`src/rtl/sudoku_pkg.sv`:
```
// Shared Sudoku types and constants: FSM state encoding, board geometry, difficulty masks.
// Latency: n/a (declarations only).
// Backpressure: n/a.
package sudoku_pkg;

  // 4x4 board: 16 cells, values 0..3 encode digits 1..4.
  localparam int SDK_ADDR_W = 4;
  localparam int SDK_VAL_W  = 2;

  // Hint masks over rows 1-2. The main controller and the hint loader both use these.
  localparam logic [7:0] MASK_EASY   = 8'h0F;
  localparam logic [7:0] MASK_MEDIUM = 8'h07;
  localparam logic [7:0] MASK_HARD   = 8'h03;

  typedef enum logic [2:0] {
    HL_IDLE    = 3'd0,
    HL_SCAN    = 3'd1,
    HL_CAPTURE = 3'd2,
    HL_WRITE   = 3'd3,
    HL_DONE    = 3'd4
  } hl_state_t;

  // 4-bit counter increment that sticks at 15.
  function automatic logic [3:0] sat_inc4(input logic [3:0] v);
    return (v == 4'hF) ? v : v + 4'd1;
  endfunction

endpackage

```
`src/rtl/lsb_priority_enc.sv`:
```
// Lowest-set-bit priority encoder over a CELLS-wide vector.
// Latency: combinational. Backpressure: none.
// Ports: i_vec (input vector), o_idx (index of lowest set bit, 0 if none), o_any (any bit set).
module lsb_priority_enc #(
  parameter int CELLS = 8,
  parameter int IDX_W = (CELLS > 1) ? $clog2(CELLS) : 1
) (
  input  logic [CELLS-1:0] i_vec,
  output logic [IDX_W-1:0] o_idx,
  output logic             o_any
);

  // Scan from the top down so the lowest set bit is the last one to win.
  always_comb begin
    o_idx = '0;
    o_any = 1'b0;
    for (int i = CELLS - 1; i >= 0; i--) begin
      if (i_vec[i]) begin
        o_idx = IDX_W'(i);
        o_any = 1'b1;
      end
    end
  end

endmodule

```
`src/rtl/sudoku_hint_loader.sv`:
```
// Loads hint cells selected by a latched mask into the board: per set bit, one ROM read then one fixed-cell write.
// Latency: done at cycle 2+3N after start for N hints with ready high; each cycle of bd_wr_ready low adds one.
// Backpressure: bd_wr_valid/addr/data held stable until bd_wr_ready; at most one ROM read outstanding.
// Ports: clka/restart_n clock and async active-low reset; start/fill_flag run request and mask;
//   sol_rd/sol_addr/sol_data solution ROM (data one cycle after read); bd_wr_* board write handshake;
//   busy/done/hint_count status.
module sudoku_hint_loader
  import sudoku_pkg::*;
#(
  parameter int                CELLS     = 8,
  parameter int                ADDR_W    = SDK_ADDR_W,
  parameter int                VAL_W     = SDK_VAL_W,
  parameter logic [ADDR_W-1:0] BASE_ADDR = '0
) (
  input  logic              clka,
  input  logic              restart_n,
  input  logic              start,
  input  logic [CELLS-1:0]  fill_flag,
  output logic              sol_rd,
  output logic [ADDR_W-1:0] sol_addr,
  input  logic [VAL_W-1:0]  sol_data,
  output logic              bd_wr_valid,
  input  logic              bd_wr_ready,
  output logic [ADDR_W-1:0] bd_wr_addr,
  output logic [VAL_W-1:0]  bd_wr_data,
  output logic              bd_wr_fixed,
  output logic              busy,
  output logic              done,
  output logic [3:0]        hint_count
);

  localparam int IDX_W = (CELLS > 1) ? $clog2(CELLS) : 1;

  hl_state_t          r_state;
  logic [CELLS-1:0]   r_mask;
  logic [IDX_W-1:0]   r_idx;
  logic [ADDR_W-1:0]  r_wr_addr;
  logic [VAL_W-1:0]   r_wr_data;
  logic               r_wr_valid;
  logic               r_busy;
  logic               r_done;
  logic [3:0]         r_hint_count;

  logic [IDX_W-1:0]   w_idx;
  logic               w_any;
  logic               w_sol_rd;
  logic [ADDR_W-1:0]  w_scan_addr;

  lsb_priority_enc #(
    .CELLS (CELLS),
    .IDX_W (IDX_W)
  ) u_enc (
    .i_vec (r_mask),
    .o_idx (w_idx),
    .o_any (w_any)
  );

  // The ROM read has to happen in the SCAN cycle itself, so the strobe and
  // address are decoded from state and the encoder rather than registered.
  // The address is forced to zero outside the strobe so an idle port is quiet.
  assign w_scan_addr = BASE_ADDR + ADDR_W'(w_idx);
  assign w_sol_rd    = (r_state == HL_SCAN) && w_any;
  assign sol_rd      = w_sol_rd;
  assign sol_addr    = w_sol_rd ? w_scan_addr : '0;

  assign bd_wr_valid = r_wr_valid;
  assign bd_wr_fixed = r_wr_valid;
  assign bd_wr_addr  = r_wr_addr;
  assign bd_wr_data  = r_wr_data;
  assign busy        = r_busy;
  assign done        = r_done;
  assign hint_count  = r_hint_count;

  always_ff @(posedge clka or negedge restart_n) begin
    if (!restart_n) begin
      r_state      <= HL_IDLE;
      r_mask       <= '0;
      r_idx        <= '0;
      r_wr_addr    <= '0;
      r_wr_data    <= '0;
      r_wr_valid   <= 1'b0;
      r_busy       <= 1'b0;
      r_done       <= 1'b0;
      r_hint_count <= '0;
    end else begin
      r_done <= 1'b0;
      case (r_state)
        HL_IDLE: begin
          if (start) begin
            r_mask       <= fill_flag;
            r_hint_count <= '0;
            r_busy       <= 1'b1;
            r_state      <= HL_SCAN;
          end
        end
        HL_SCAN: begin
          if (!w_any) begin
            r_done  <= 1'b1;
            r_state <= HL_DONE;
          end else begin
            r_idx   <= w_idx;
            r_state <= HL_CAPTURE;
          end
        end
        HL_CAPTURE: begin
          // ROM data answers the read issued in SCAN.
          r_wr_data  <= sol_data;
          r_wr_addr  <= BASE_ADDR + ADDR_W'(r_idx);
          r_wr_valid <= 1'b1;
          r_state    <= HL_WRITE;
        end
        HL_WRITE: begin
          if (bd_wr_ready) begin
            r_mask       <= r_mask & ~(CELLS'(1) << r_idx);
            r_hint_count <= sat_inc4(r_hint_count);
            r_wr_valid   <= 1'b0;
            r_state      <= HL_SCAN;
          end
        end
        HL_DONE: begin
          // busy covers the done cycle; start here is ignored.
          r_busy  <= 1'b0;
          r_state <= HL_IDLE;
        end
        default: begin
          r_wr_valid <= 1'b0;
          r_busy     <= 1'b0;
          r_state    <= HL_IDLE;
        end
      endcase
    end
  end

endmodule

```
`config.mk`:
```
export PLATFORM = sky130hd
export DESIGN_NAME = sudoku_hint_loader
export DESIGN_NICKNAME = d
export VERILOG_FILES = /design/src/rtl/sudoku_pkg.sv /design/src/rtl/lsb_priority_enc.sv /design/src/rtl/sudoku_hint_loader.sv
export SDC_FILE = /design/constraint.sdc
export NUM_CORES = 1
export LEC_CHECK = 0
export CORE_ASPECT_RATIO = 1.25
export CORE_MARGIN = 2
export CORE_UTILIZATION = 50
export CTS_BUF_LIST = sky130_fd_sc_hd__clkbuf_8
export DETAILED_ROUTE_END_ITERATION = 10
export PLACE_DENSITY = 0.93
export SYNTH_ARGS = -nofsm -noshare
export SYNTH_HDL_FRONTEND = slang
export SYNTH_SLANG_ARGS = --single-unit
```
`constraint.sdc`:
```
create_clock -name clka -period 1.9 [get_ports clka]
set_input_delay 0.38 -clock clka [delete_from_list [all_inputs] [get_ports clka]]
set_output_delay 0.38 -clock clka [all_outputs]
set_load 0.005 [all_outputs]
```
==> results of run 1 <==
## placed cells by master (no fill, tap or decap), types with 5 or more instances in the layout
master,synthesis,final
sky130_fd_sc_hd__buf_4,5,32
sky130_fd_sc_hd__dfrtp_1,26,26
sky130_fd_sc_hd__clkdlybuf4s50_1,0,26
sky130_fd_sc_hd__a21oi_1,8,8
sky130_fd_sc_hd__a22o_1,7,7
sky130_fd_sc_hd__nor2_1,7,6
sky130_fd_sc_hd__o21ai_1,6,6
sky130_fd_sc_hd__nand2_1,7,6
sky130_fd_sc_hd__mux2_1,5,5
## final timing paths
kind	from	endpoint	slack, ns	cells after the start
max in group asynchronous	restart_n	bd_wr_data[1]$_DFFE_PN0P_	1.18	2
min in group clka	busy$_DFFE_PN0P_	busy$_DFFE_PN0P_	0.50	1
hold / removal	restart_n	r_state[2]$_DFFE_PN0P_	0.46	2
setup reg to reg	r_mask[7]$_DFFE_PN0P_	r_idx[0]$_DFFE_PN0P_	0	7
setup / recovery	r_mask[7]$_DFFE_PN0P_	sol_addr[0]	-0.30	5
hold reg to reg	busy$_DFFE_PN0P_	busy$_DFFE_PN0P_	0.50	1
## state kept, by name, summed over array words and instances, names as in the netlist
name         flops
r_mask           8
hint_count       4
bd_wr_addr       3
r_idx            3
r_state          3
bd_wr_data       2
bd_wr_fixed      1
busy             1
done             1
## cells by family after synthesis
group | Yosys count | synth area share
buffers and inverters | 16 | 0.0664
DFF | 26 | 0.486
AOI/OAI and AO/OA | 37 | 0.198
adders and majority gates | 1 | 0.00935
and+or+nand+nor | 39 | 0.180
muxes | 7 | 0.0571
other | 1 | 0.00280
## per-layer routing
metal / vias up / track usage / wire length [um]
li1: 578 / - / -
met1: 635 / 0.272 / 1550
met2: 73 / 0.421 / 2050
met3: 16 / 0.0311 / 199
met4: 0 / 0.143 / 141
met5: - / 0 / 0
## cell type report
class / instances / area [um2]
clock buffers: 4 / 55.1
fillers: 117 / 492
inverters: 6 / 22.5
multi-input cells: 86 / 656
flip-flops and latches: 26 / 651
well taps: 33 / 41.3
repair buffers: 65 / 561
## per-stage QoR
stage           util  setup WS (ns)  cell area [um2]  instances
2_1_floorplan      -          0.263             1340        128
3_3_place_gp   0.719         -0.112             1780        203
3_5_place_dp   0.719         -0.140             1780        203
4_1_cts        0.767         -0.185             1900        215
5_1_grt        0.802         -0.310             1990        220
6_report       0.802         -0.296             1990        220
## worst max-delay path: stages, from the launching register on
cell                       delay (ns)
sky130_fd_sc_hd__dfrtp_1         0.41
sky130_fd_sc_hd__or4_4           0.58
sky130_fd_sc_hd__o21ai_4         0.20
sky130_fd_sc_hd__buf_6           0.14
sky130_fd_sc_hd__a211oi_4        0.04
sky130_fd_sc_hd__buf_2           0.16
## where the power goes
part           leakage [nW]  switching [W]  internal, W
Clock                0.0288       0.000180     0.000186
Combinational         0.578       0.000968      0.00118
Sequential            0.328       0.000240     0.000783
## repair_timing
item / CTS / global route
gates resized for setup: 22 / 8
pin swaps: 5 / 5
hold buffers: 0 / 0
setup endpoints to repair: 4 / 4
setup buffers: 8 / 5
==> results_tabular.tex, run 1 <==
\begin{tabular}{lr}
\hline
Metric & Value \\
\hline
\multicolumn{2}{l}{\textbf{Routing}} \\
1st-iter DRT viols & 57 \\
Per-cell via count in the routed design & 5.92 \\
Wire length per cell & 17.9 um \\
Remaining DRCs & 0 \\
Via Count & 1,302 \\
Total iterations of the first detailed-routing run & 4 \\
Antenna Nets Post-Route & 0 \\
Total length of routed wires & 3940 um \\
\multicolumn{2}{l}{\textbf{Clock network}} \\
CTS sink count & 26 \\
Clock transition at the registers of the reported paths & 0.09 ns \\
TritonCTS clock tree & done \\
Clock root buffer & sky130\_fd\_sc\_hd\_\_clkbuf\_8 \\
CTS Buf Count & 3 \\
Clock Tree Buf Depth & 2 \\
Clock Latency Late Sink & 0.28 ns \\
CTS H-tree lvls & 1 \\
\multicolumn{2}{l}{\textbf{Layout}} \\
Layout Nets & 203 \\
Proportion of layout cells with a drive suffix above 1 & 0.305 \\
Area Overhead vs Synth & 48.5\% \\
Antenna diode instance count & 0 \\
\multicolumn{2}{l}{\textbf{Yosys}} \\
Cell count after synthesis & 127 \\
Post-synth EDFFs & 0 \\
Area leader, netlist & sky130\_fd\_sc\_hd\_\_dfrtp\_1 \\
Fraction of the yosys area taken by sequential cells & 0.486 \\
Count of unique library cells instantiated by Yosys & 37 \\
Flip-flop cell with the highest count after synthesis & sky130\_fd\_sc\_hd\_\_dfrtp\_1 \\
Avg Inst Size Synth & 10.5 um2 \\
Count of state elements after synthesis & 26 \\
Yosys synthesis warning count & 0 \\
Most numerous cell types in the synthesized netlist & sky130\_fd\_sc\_hd\_\_dfrtp\_1 (26), sky130\_fd\_sc\_hd\_\_a21oi\_1 (8), sky130\_fd\_sc\_hd\_\_a22o\_1 (7), sky130\_fd\_sc\_hd\_\_nand2\_1 (7), sky130\_fd\_sc\_hd\_\_nor2\_1 (7) \\
Proportion of synthesized flip-flops having asynchronous set or reset & 1.00 \\
Synthesized area & 1340 um2 \\
Leading cell types by total area after synthesis & sky130\_fd\_sc\_hd\_\_dfrtp\_1 (49\%), sky130\_fd\_sc\_hd\_\_a22o\_1 (4.6\%), sky130\_fd\_sc\_hd\_\_mux2\_1 (4.2\%), sky130\_fd\_sc\_hd\_\_a21oi\_1 (3.0\%), sky130\_fd\_sc\_hd\_\_buf\_4 (2.8\%) \\
Post-synth top area share & 0.486 \\
Most used standard cell by instance count after synthesis & sky130\_fd\_sc\_hd\_\_dfrtp\_1 \\
\multicolumn{2}{l}{\textbf{Floorplan}} \\
Core area & 2480 um2 \\
Standard-cell rows & 20 \\
Die Outline Area & 3110 um2 \\
Height of the chip & 61.8 um \\
Initial core utilization & 0.540 \\
Top Ports & 33 \\
Floorplan die width & 50.3 um \\
\multicolumn{2}{l}{\textbf{Timing}} \\
Minimum hold slack & 0.460 ns \\
Worst Clk Skew & 0.00422 ns \\
Number of failing hold endpoints at the final stage & 0 \\
Fin worst setup slack & -0.296 ns \\
Setup violators final & 4 \\
Fmax achieved & 0.455 GHz \\
Max Slew Vio Count & 0 \\
Minimum clock period & 2.20 ns \\
Sum Neg Setup Slack & -0.780 ns \\
RSZ-0062 raised after global routing & yes \\
Final cycle utilization of the critical path & 1.16 \\
\multicolumn{2}{l}{\textbf{Setup path}} \\
Category of the worst setup path capture point & output port \\
Data arrival time at the worst-slack endpoint & 1.82 ns \\
Kind of start point of the critical path & flop \\
Biggest fanout along the worst timing path & 3 \\
Setup CP Type & flop to output port \\
Critical path required time & 1.52 ns \\
\multicolumn{2}{l}{\textbf{Global route}} \\
Maximum number of pins on one net before global-route repair & 27 \\
Vias in the first global route & 1,167 \\
Number of antenna violations at the first check in global routing & 0 \\
Wire length of the first global-routing pass & 5370 um \\
Overall global routing resource usage & 0.235 \\
Total global routing overflow & 0 \\
\multicolumn{2}{l}{\textbf{Pwr}} \\
Worst IR drop on VDD & 1050 uV \\
Pwr Density & 1780 nW/um2 \\
PnR Total Power & 0.00354 W \\
Standby leakage power & 0.935 nW \\
\multicolumn{2}{l}{\textbf{Hold path}} \\
Worst min path class & input port to asynchronous set/reset pin \\
\multicolumn{2}{l}{\textbf{Placed design}} \\
Count of input and output buffers & 30 \\
GP Congestion & 0.807 \\
Post-DP HPWL & 2430 um \\
\multicolumn{2}{l}{\textbf{Job}} \\
Count of max-cap constraint violations & 0 \\
\multicolumn{2}{l}{\textbf{Status}} \\
Status & finished with violations \\
Violated checks & negative setup slack \\
\hline
\end{tabular}
No activity file was read; power rests on OpenSTA's default activity.
==> inputs of run 2 (changes only) <==
Settings changed: CELL_PAD_IN_SITES_DETAIL_PLACEMENT set to 2, CELL_PAD_IN_SITES_GLOBAL_PLACEMENT set to 2, CORE_UTILIZATION 50 to 31, PLACE_DENSITY 0.93 to 0.92.
==> results_tabular.tex, run 2 (synthesis results as in run 1) <==
\begin{tabular}{lr}
\hline
Metric & Value \\
\hline
\multicolumn{2}{l}{\textbf{Status}} \\
Status & finished with violations \\
Violated checks & negative setup slack \\
\multicolumn{2}{l}{\textbf{Setup path}} \\
Kind of start point of the critical path & flop \\
Data arrival time at the worst-slack endpoint & 1.77 ns \\
Setup slack of the worst register-to-register path & 0.11 ns \\
CP peak stage delay & 0.56 ns \\
Buffers and inverters on the worst path & 2 \\
Setup CP Type & flop to output port \\
Category of the worst setup path capture point & output port \\
Critical path required time & 1.52 ns \\
Slowest library cell on the worst path & sky130\_fd\_sc\_hd\_\_or4\_4 \\
Biggest fanout along the worst timing path & 3 \\
Cell-by-cell trace of the critical path & or4\_4, o21ai\_4, buf\_4, a211oi\_2, buf\_2 \\
Cell type group with the largest total delay on the critical path & simple AND/OR/NAND/NOR gates \\
\multicolumn{2}{l}{\textbf{Layout}} \\
Antenna diode instance count & 0 \\
Layout Nets & 200 \\
Most used cells in the layout excluding fill and tap cells & sky130\_fd\_sc\_hd\_\_buf\_4 (31), sky130\_fd\_sc\_hd\_\_dfrtp\_1 (26), sky130\_fd\_sc\_hd\_\_clkdlybuf4s50\_1 (26), sky130\_fd\_sc\_hd\_\_a21oi\_1 (8), sky130\_fd\_sc\_hd\_\_a22o\_1 (7) \\
Proportion of layout cells with a drive suffix above 1 & 0.284 \\
Most flops, register & r\_mask \\
Flip-flop count of the largest register, all copies and words added & 8 \\
Footprint of the multi-input gates & 653 um2 \\
Commonest non-fill, non-tap cell in the layout & sky130\_fd\_sc\_hd\_\_buf\_4 \\
Number of fill cells in the layout & 462 \\
Area Overhead vs Synth & 46.7\% \\
Sequential cell area & 651 um2 \\
\multicolumn{2}{l}{\textbf{Timing}} \\
Fmax achieved & 0.466 GHz \\
Setup violators final & 4 \\
Minimum hold slack & 0.475 ns \\
Minimum clock period & 2.15 ns \\
RSZ-0062 raised after global routing & yes \\
Final cycle utilization of the critical path & 1.13 \\
Max Slew Vio Count & 0 \\
Number of failing hold endpoints at the final stage & 0 \\
Worst Clk Skew & 0.00399 ns \\
Fin worst setup slack & -0.246 ns \\
\multicolumn{2}{l}{\textbf{Placed design}} \\
Post-DP HPWL & 3330 um \\
Count of input and output buffers & 30 \\
Setup slack at placement & -0.305 ns \\
GP Congestion & 0.859 \\
\multicolumn{2}{l}{\textbf{Clock network}} \\
Clock Tree Buf Depth & 2 \\
Post-cts hold buffer count & 0 \\
Clock Latency Late Sink & 0.27 ns \\
CTS sink count & 26 \\
CTS H-tree lvls & 1 \\
Clock root buffer & sky130\_fd\_sc\_hd\_\_clkbuf\_8 \\
TritonCTS clock tree & done \\
Clock transition at the registers of the reported paths & 0.09 ns \\
CTS Buf Count & 3 \\
\multicolumn{2}{l}{\textbf{Global route}} \\
Vias in the first global route & 1,478 \\
Number of antenna violations at the first check in global routing & 0 \\
Total global routing overflow & 0 \\
Overall global routing resource usage & 0.220 \\
Wire length of the first global-routing pass & 8020 um \\
Maximum number of pins on one net before global-route repair & 27 \\
\multicolumn{2}{l}{\textbf{Pwr}} \\
Pwr Density & 1760 nW/um2 \\
Worst IR drop on VDD & 761 uV \\
Standby leakage power & 0.914 nW \\
\multicolumn{2}{l}{\textbf{Job}} \\
Count of max-cap constraint violations & 0 \\
\multicolumn{2}{l}{\textbf{Routing}} \\
Total length of routed wires & 5030 um \\
Wire length per cell & 21.1 um \\
Via Count & 1,227 \\
Antenna Nets Post-Route & 0 \\
Per-cell via count in the routed design & 5.13 \\
Remaining DRCs & 0 \\
1st-iter DRT viols & 15 \\
Total iterations of the first detailed-routing run & 4 \\
\multicolumn{2}{l}{\textbf{Hold path}} \\
Worst min path class & input port to asynchronous set/reset pin \\
\multicolumn{2}{l}{\textbf{Floorplan}} \\
Standard-cell rows & 26 \\
Top Ports & 33 \\
Initial core utilization & 0.324 \\
Height of the chip & 77.4 um \\
Floorplan die width & 62.8 um \\
Die Outline Area & 4860 um2 \\
Core area & 4130 um2 \\
\hline
\end{tabular}
-- run 2: changes by cell type in the layout (fill, tap and decap cells not counted), sizes merged --
cell,delta
buf,-3
clkbuf,-1
-- run 2: report_power, final --
group          leakage (nW)  switching, W  internal [W]  total, W
sequential            0.328      0.000255      0.000782   0.00104
combinational         0.564      0.000999       0.00110   0.00210
clock                0.0216      0.000175      0.000142  0.000317
total                 0.914       0.00143       0.00203   0.00346
-- run 2: final timing paths --
check	startpoint	end	depth (start not counted)
max	r_mask[2]$_DFFE_PN0P_	sol_addr[0]	5
min	restart_n	r_mask[0]$_DFFE_PN0P_	2
max reg2reg	r_state[2]$_DFFE_PN0P_	r_mask[4]$_DFFE_PN0P_	7
min reg2reg	bd_wr_addr[0]$_DFFE_PN0P_	bd_wr_addr[0]$_DFFE_PN0P_	1
max in group asynchronous	restart_n	bd_wr_addr[2]$_DFFE_PN0P_	2
min in group clka	bd_wr_addr[0]$_DFFE_PN0P_	bd_wr_addr[0]$_DFFE_PN0P_	1
-- run 2: repair_timing --
action	CTS	global route
setup endpoints to repair	4	6
resized for setup	20	6
setup buffers	11	2
pin swaps	6	4
-- run 2: layer usage --
metal,GRT usage,vias up,share of wire,wire length [um]
li1,-,573,-,-
met1,0.231,623,0.37,1880
met2,0.443,23,0.58,2930
met3,0.0319,8,0.023,117
met4,0.0644,0,0.021,108
met5,0,-,0,0
-- run 2: layout make-up --
| type | instances | area share |
|---|---|---|
| multi-input combinational | 86 | 0.333 |
| sequential | 26 | 0.332 |
| timing repair buffer | 62 | 0.267 |
| tap | 56 | 0.0357 |
| clock buffer | 3 | 0.0210 |
| inverter | 6 | 0.0115 |
-- run 2: stage by stage --
step           std cells  setup TNS, ns  utilization  total power, W  cell area [um2]
2_1_floorplan        128              0            -         0.00190             1340
3_3_place_gp         224         -0.507        0.435         0.00259             1800
3_5_place_dp         224          -1.43        0.435         0.00277             1800
4_1_cts              238         -0.498        0.466         0.00331             1930
5_1_grt              239         -0.815        0.475         0.00368             1960
6_report             239         -0.617        0.475         0.00346             1960
-- run 2: worst reg2reg max path: cells and delay by family, from the launching register on --
kind / cells / cell delay, ns
compound gates: 3 / 0.55
buf+inv: 3 / 0.45
flops: 1 / 0.42
simple gates: 1 / 0.24
==> inputs of run 3 (changes only) <==
Settings changed: CORE_MARGIN 2 to unset, HOLD_SLACK_MARGIN set to 0.03.
==> results_tabular.tex, run 3 (synthesis results as in run 1) <==
\begin{tabular}{lr}
\hline
Metric & Value \\
\hline
\multicolumn{2}{l}{\textbf{Setup path}} \\
Setup CP Type & flop to output port \\
Biggest fanout along the worst timing path & 3 \\
Beginning of the worst register-to-register path & r\_state[1]\$\_DFFE\_PN0P\_ \\
Kind of start point of the critical path & flop \\
Critical path required time & 1.52 ns \\
Setup slack of the worst register-to-register path & 0.08 ns \\
Data arrival time at the worst-slack endpoint & 1.82 ns \\
End of the worst register-to-register path & r\_mask[3]\$\_DFFE\_PN0P\_ \\
Category of the worst setup path capture point & output port \\
Cell count of the worst reg-to-reg path & 6 \\
\multicolumn{2}{l}{\textbf{Timing}} \\
Worst Clk Skew & 0.00199 ns \\
Sum Neg Setup Slack & -0.792 ns \\
Fin worst setup slack & -0.300 ns \\
Fmax achieved & 0.454 GHz \\
Number of failing hold endpoints at the final stage & 0 \\
RSZ-0062 raised after global routing & yes \\
Max Slew Vio Count & 0 \\
Minimum hold slack & 0.475 ns \\
Final cycle utilization of the critical path & 1.16 \\
Setup violators final & 4 \\
Minimum clock period & 2.20 ns \\
\multicolumn{2}{l}{\textbf{Layout}} \\
Most flops, register & r\_mask \\
Most used cells in the layout excluding fill and tap cells & sky130\_fd\_sc\_hd\_\_buf\_4 (27), sky130\_fd\_sc\_hd\_\_dfrtp\_1 (26), sky130\_fd\_sc\_hd\_\_clkdlybuf4s50\_1 (26), sky130\_fd\_sc\_hd\_\_a21oi\_1 (8) \\
Area Overhead vs Synth & 47.5\% \\
Commonest non-fill, non-tap cell in the layout & sky130\_fd\_sc\_hd\_\_buf\_4 \\
Flip-flop count of the largest register, all copies and words added & 8 \\
Post-Layout Cell Count & 238 \\
Antenna diode instance count & 0 \\
Proportion of layout cells with a drive suffix above 1 & 0.286 \\
Layout Nets & 199 \\
Final Instance Area & 1970 um2 \\
\multicolumn{2}{l}{\textbf{Clock network}} \\
TritonCTS clock tree & done \\
Clock transition at the registers of the reported paths & 0.09 ns \\
Clock Latency Late Sink & 0.27 ns \\
Post-cts hold buffer count & 0 \\
Clock root buffer & sky130\_fd\_sc\_hd\_\_clkbuf\_8 \\
CTS H-tree lvls & 1 \\
Clock Tree Buf Depth & 2 \\
CTS Buf Count & 3 \\
CTS sink count & 26 \\
\multicolumn{2}{l}{\textbf{Placed design}} \\
GP Congestion & 0.822 \\
Post-DP HPWL & 3390 um \\
Post-DP Area & 1800 um2 \\
Cell total after placement & 225 \\
Count of input and output buffers & 30 \\
\multicolumn{2}{l}{\textbf{Floorplan}} \\
Die Outline Area & 4580 um2 \\
Floorplan die width & 60.8 um \\
Core area & 4100 um2 \\
Height of the chip & 75.4 um \\
Standard-cell rows & 26 \\
Top Ports & 33 \\
Initial core utilization & 0.326 \\
\multicolumn{2}{l}{\textbf{Pwr}} \\
Worst IR drop on VDD & 499 uV \\
Standby leakage power & 0.905 nW \\
Pwr Density & 1790 nW/um2 \\
\multicolumn{2}{l}{\textbf{Hold path}} \\
Worst min path class & input port to asynchronous set/reset pin \\
\multicolumn{2}{l}{\textbf{Global route}} \\
Number of antenna violations at the first check in global routing & 0 \\
Total global routing overflow & 0 \\
Vias in the first global route & 1,438 \\
Wire length of the first global-routing pass & 7710 um \\
Maximum number of pins on one net before global-route repair & 27 \\
Overall global routing resource usage & 0.243 \\
\multicolumn{2}{l}{\textbf{Routing}} \\
Remaining DRCs & 0 \\
Via Count & 1,256 \\
Per-cell via count in the routed design & 5.28 \\
1st-iter DRT viols & 43 \\
Total iterations of the first detailed-routing run & 4 \\
Total length of routed wires & 5130 um \\
Antenna Nets Post-Route & 0 \\
Wire length per cell & 21.6 um \\
\multicolumn{2}{l}{\textbf{Status}} \\
Status & finished with violations \\
Violated checks & negative setup slack \\
\multicolumn{2}{l}{\textbf{Job}} \\
Count of max-cap constraint violations & 0 \\
\hline
\end{tabular}
==> run 3: changes by cell type in the layout (fill, tap and decap cells not counted), sizes merged <==
| cell | previous run | this run |
|---|---|---|
| buf | 36 | 35 |
==> run 3: per-layer routing <==
metal  share of wire  wire length [um]  up-vias  GRT usage
met5               0                 0        -          0
met4           0.027               137        0      0.101
met3           0.026               133       11     0.0255
met2            0.55              2820       26      0.468
met1            0.40              2040      652      0.266
li1                -                 -      567          -
==> run 3: worst max path at each step <==
| stage | from | to | slack (ns) |
|---|---|---|---|
| floorplan | r_mask[5]$_DFFE_PN0P_ | sol_addr[1] | 0.26 |
| global placement | r_mask[5]$_DFFE_PN0P_ | sol_addr[1] | -0.14 |
| detailed placement | r_mask[5]$_DFFE_PN0P_ | sol_rd | -0.21 |
| CTS | r_mask[2]$_DFFE_PN0P_ | sol_addr[0] | -0.24 |
| global route | r_mask[3]$_DFFE_PN0P_ | sol_addr[0] | -0.34 |
| finish | r_mask[3]$_DFFE_PN0P_ | sol_addr[0] | -0.30 |
==> run 3: area by class of cell <==
class / instances / area, um2
timing repair buffer: 61 / 534
tap: 56 / 70.1
sequential: 26 / 651
clock buffer: 3 / 41.3
inverter: 6 / 22.5
multi-input combinational: 86 / 654
fill: 434 / 2130
==> run 3: power breakdown <==
group	switching [W]	internal [W]	total, W
sequential	0.000264	0.000782	0.00105
clock	0.000184	0.000143	0.000327
combinational	0.00101	0.00114	0.00215
total	0.00146	0.00206	0.00353
==> run 3: stage by stage <==
step / util / total power (W) / setup WS [ns]
after CTS: 0.474 / 0.00339 / -0.239
final: 0.481 / 0.00353 / -0.300
after detailed placement: 0.440 / 0.00281 / -0.213
after global placement: 0.440 / 0.00262 / -0.145
after global routing: 0.481 / 0.00372 / -0.337
after floorplan: - / 0.00190 / 0.263
==> run 3: timing repair <==
action,CTS,global route
setup endpoints to repair,4,4
buffers inserted,9,2
pin swaps,5,6
hold endpoints to repair,0,0
resized for setup,26,4
==> run 3: critical path, cell delays in order, from the launching register on <==
cell and delay (ns):
sky130_fd_sc_hd__dfrtp_1 0.43, sky130_fd_sc_hd__or4_4 0.57, sky130_fd_sc_hd__o21ai_4 0.20, sky130_fd_sc_hd__buf_6 0.14
sky130_fd_sc_hd__a211oi_2 0.05, sky130_fd_sc_hd__buf_2 0.15
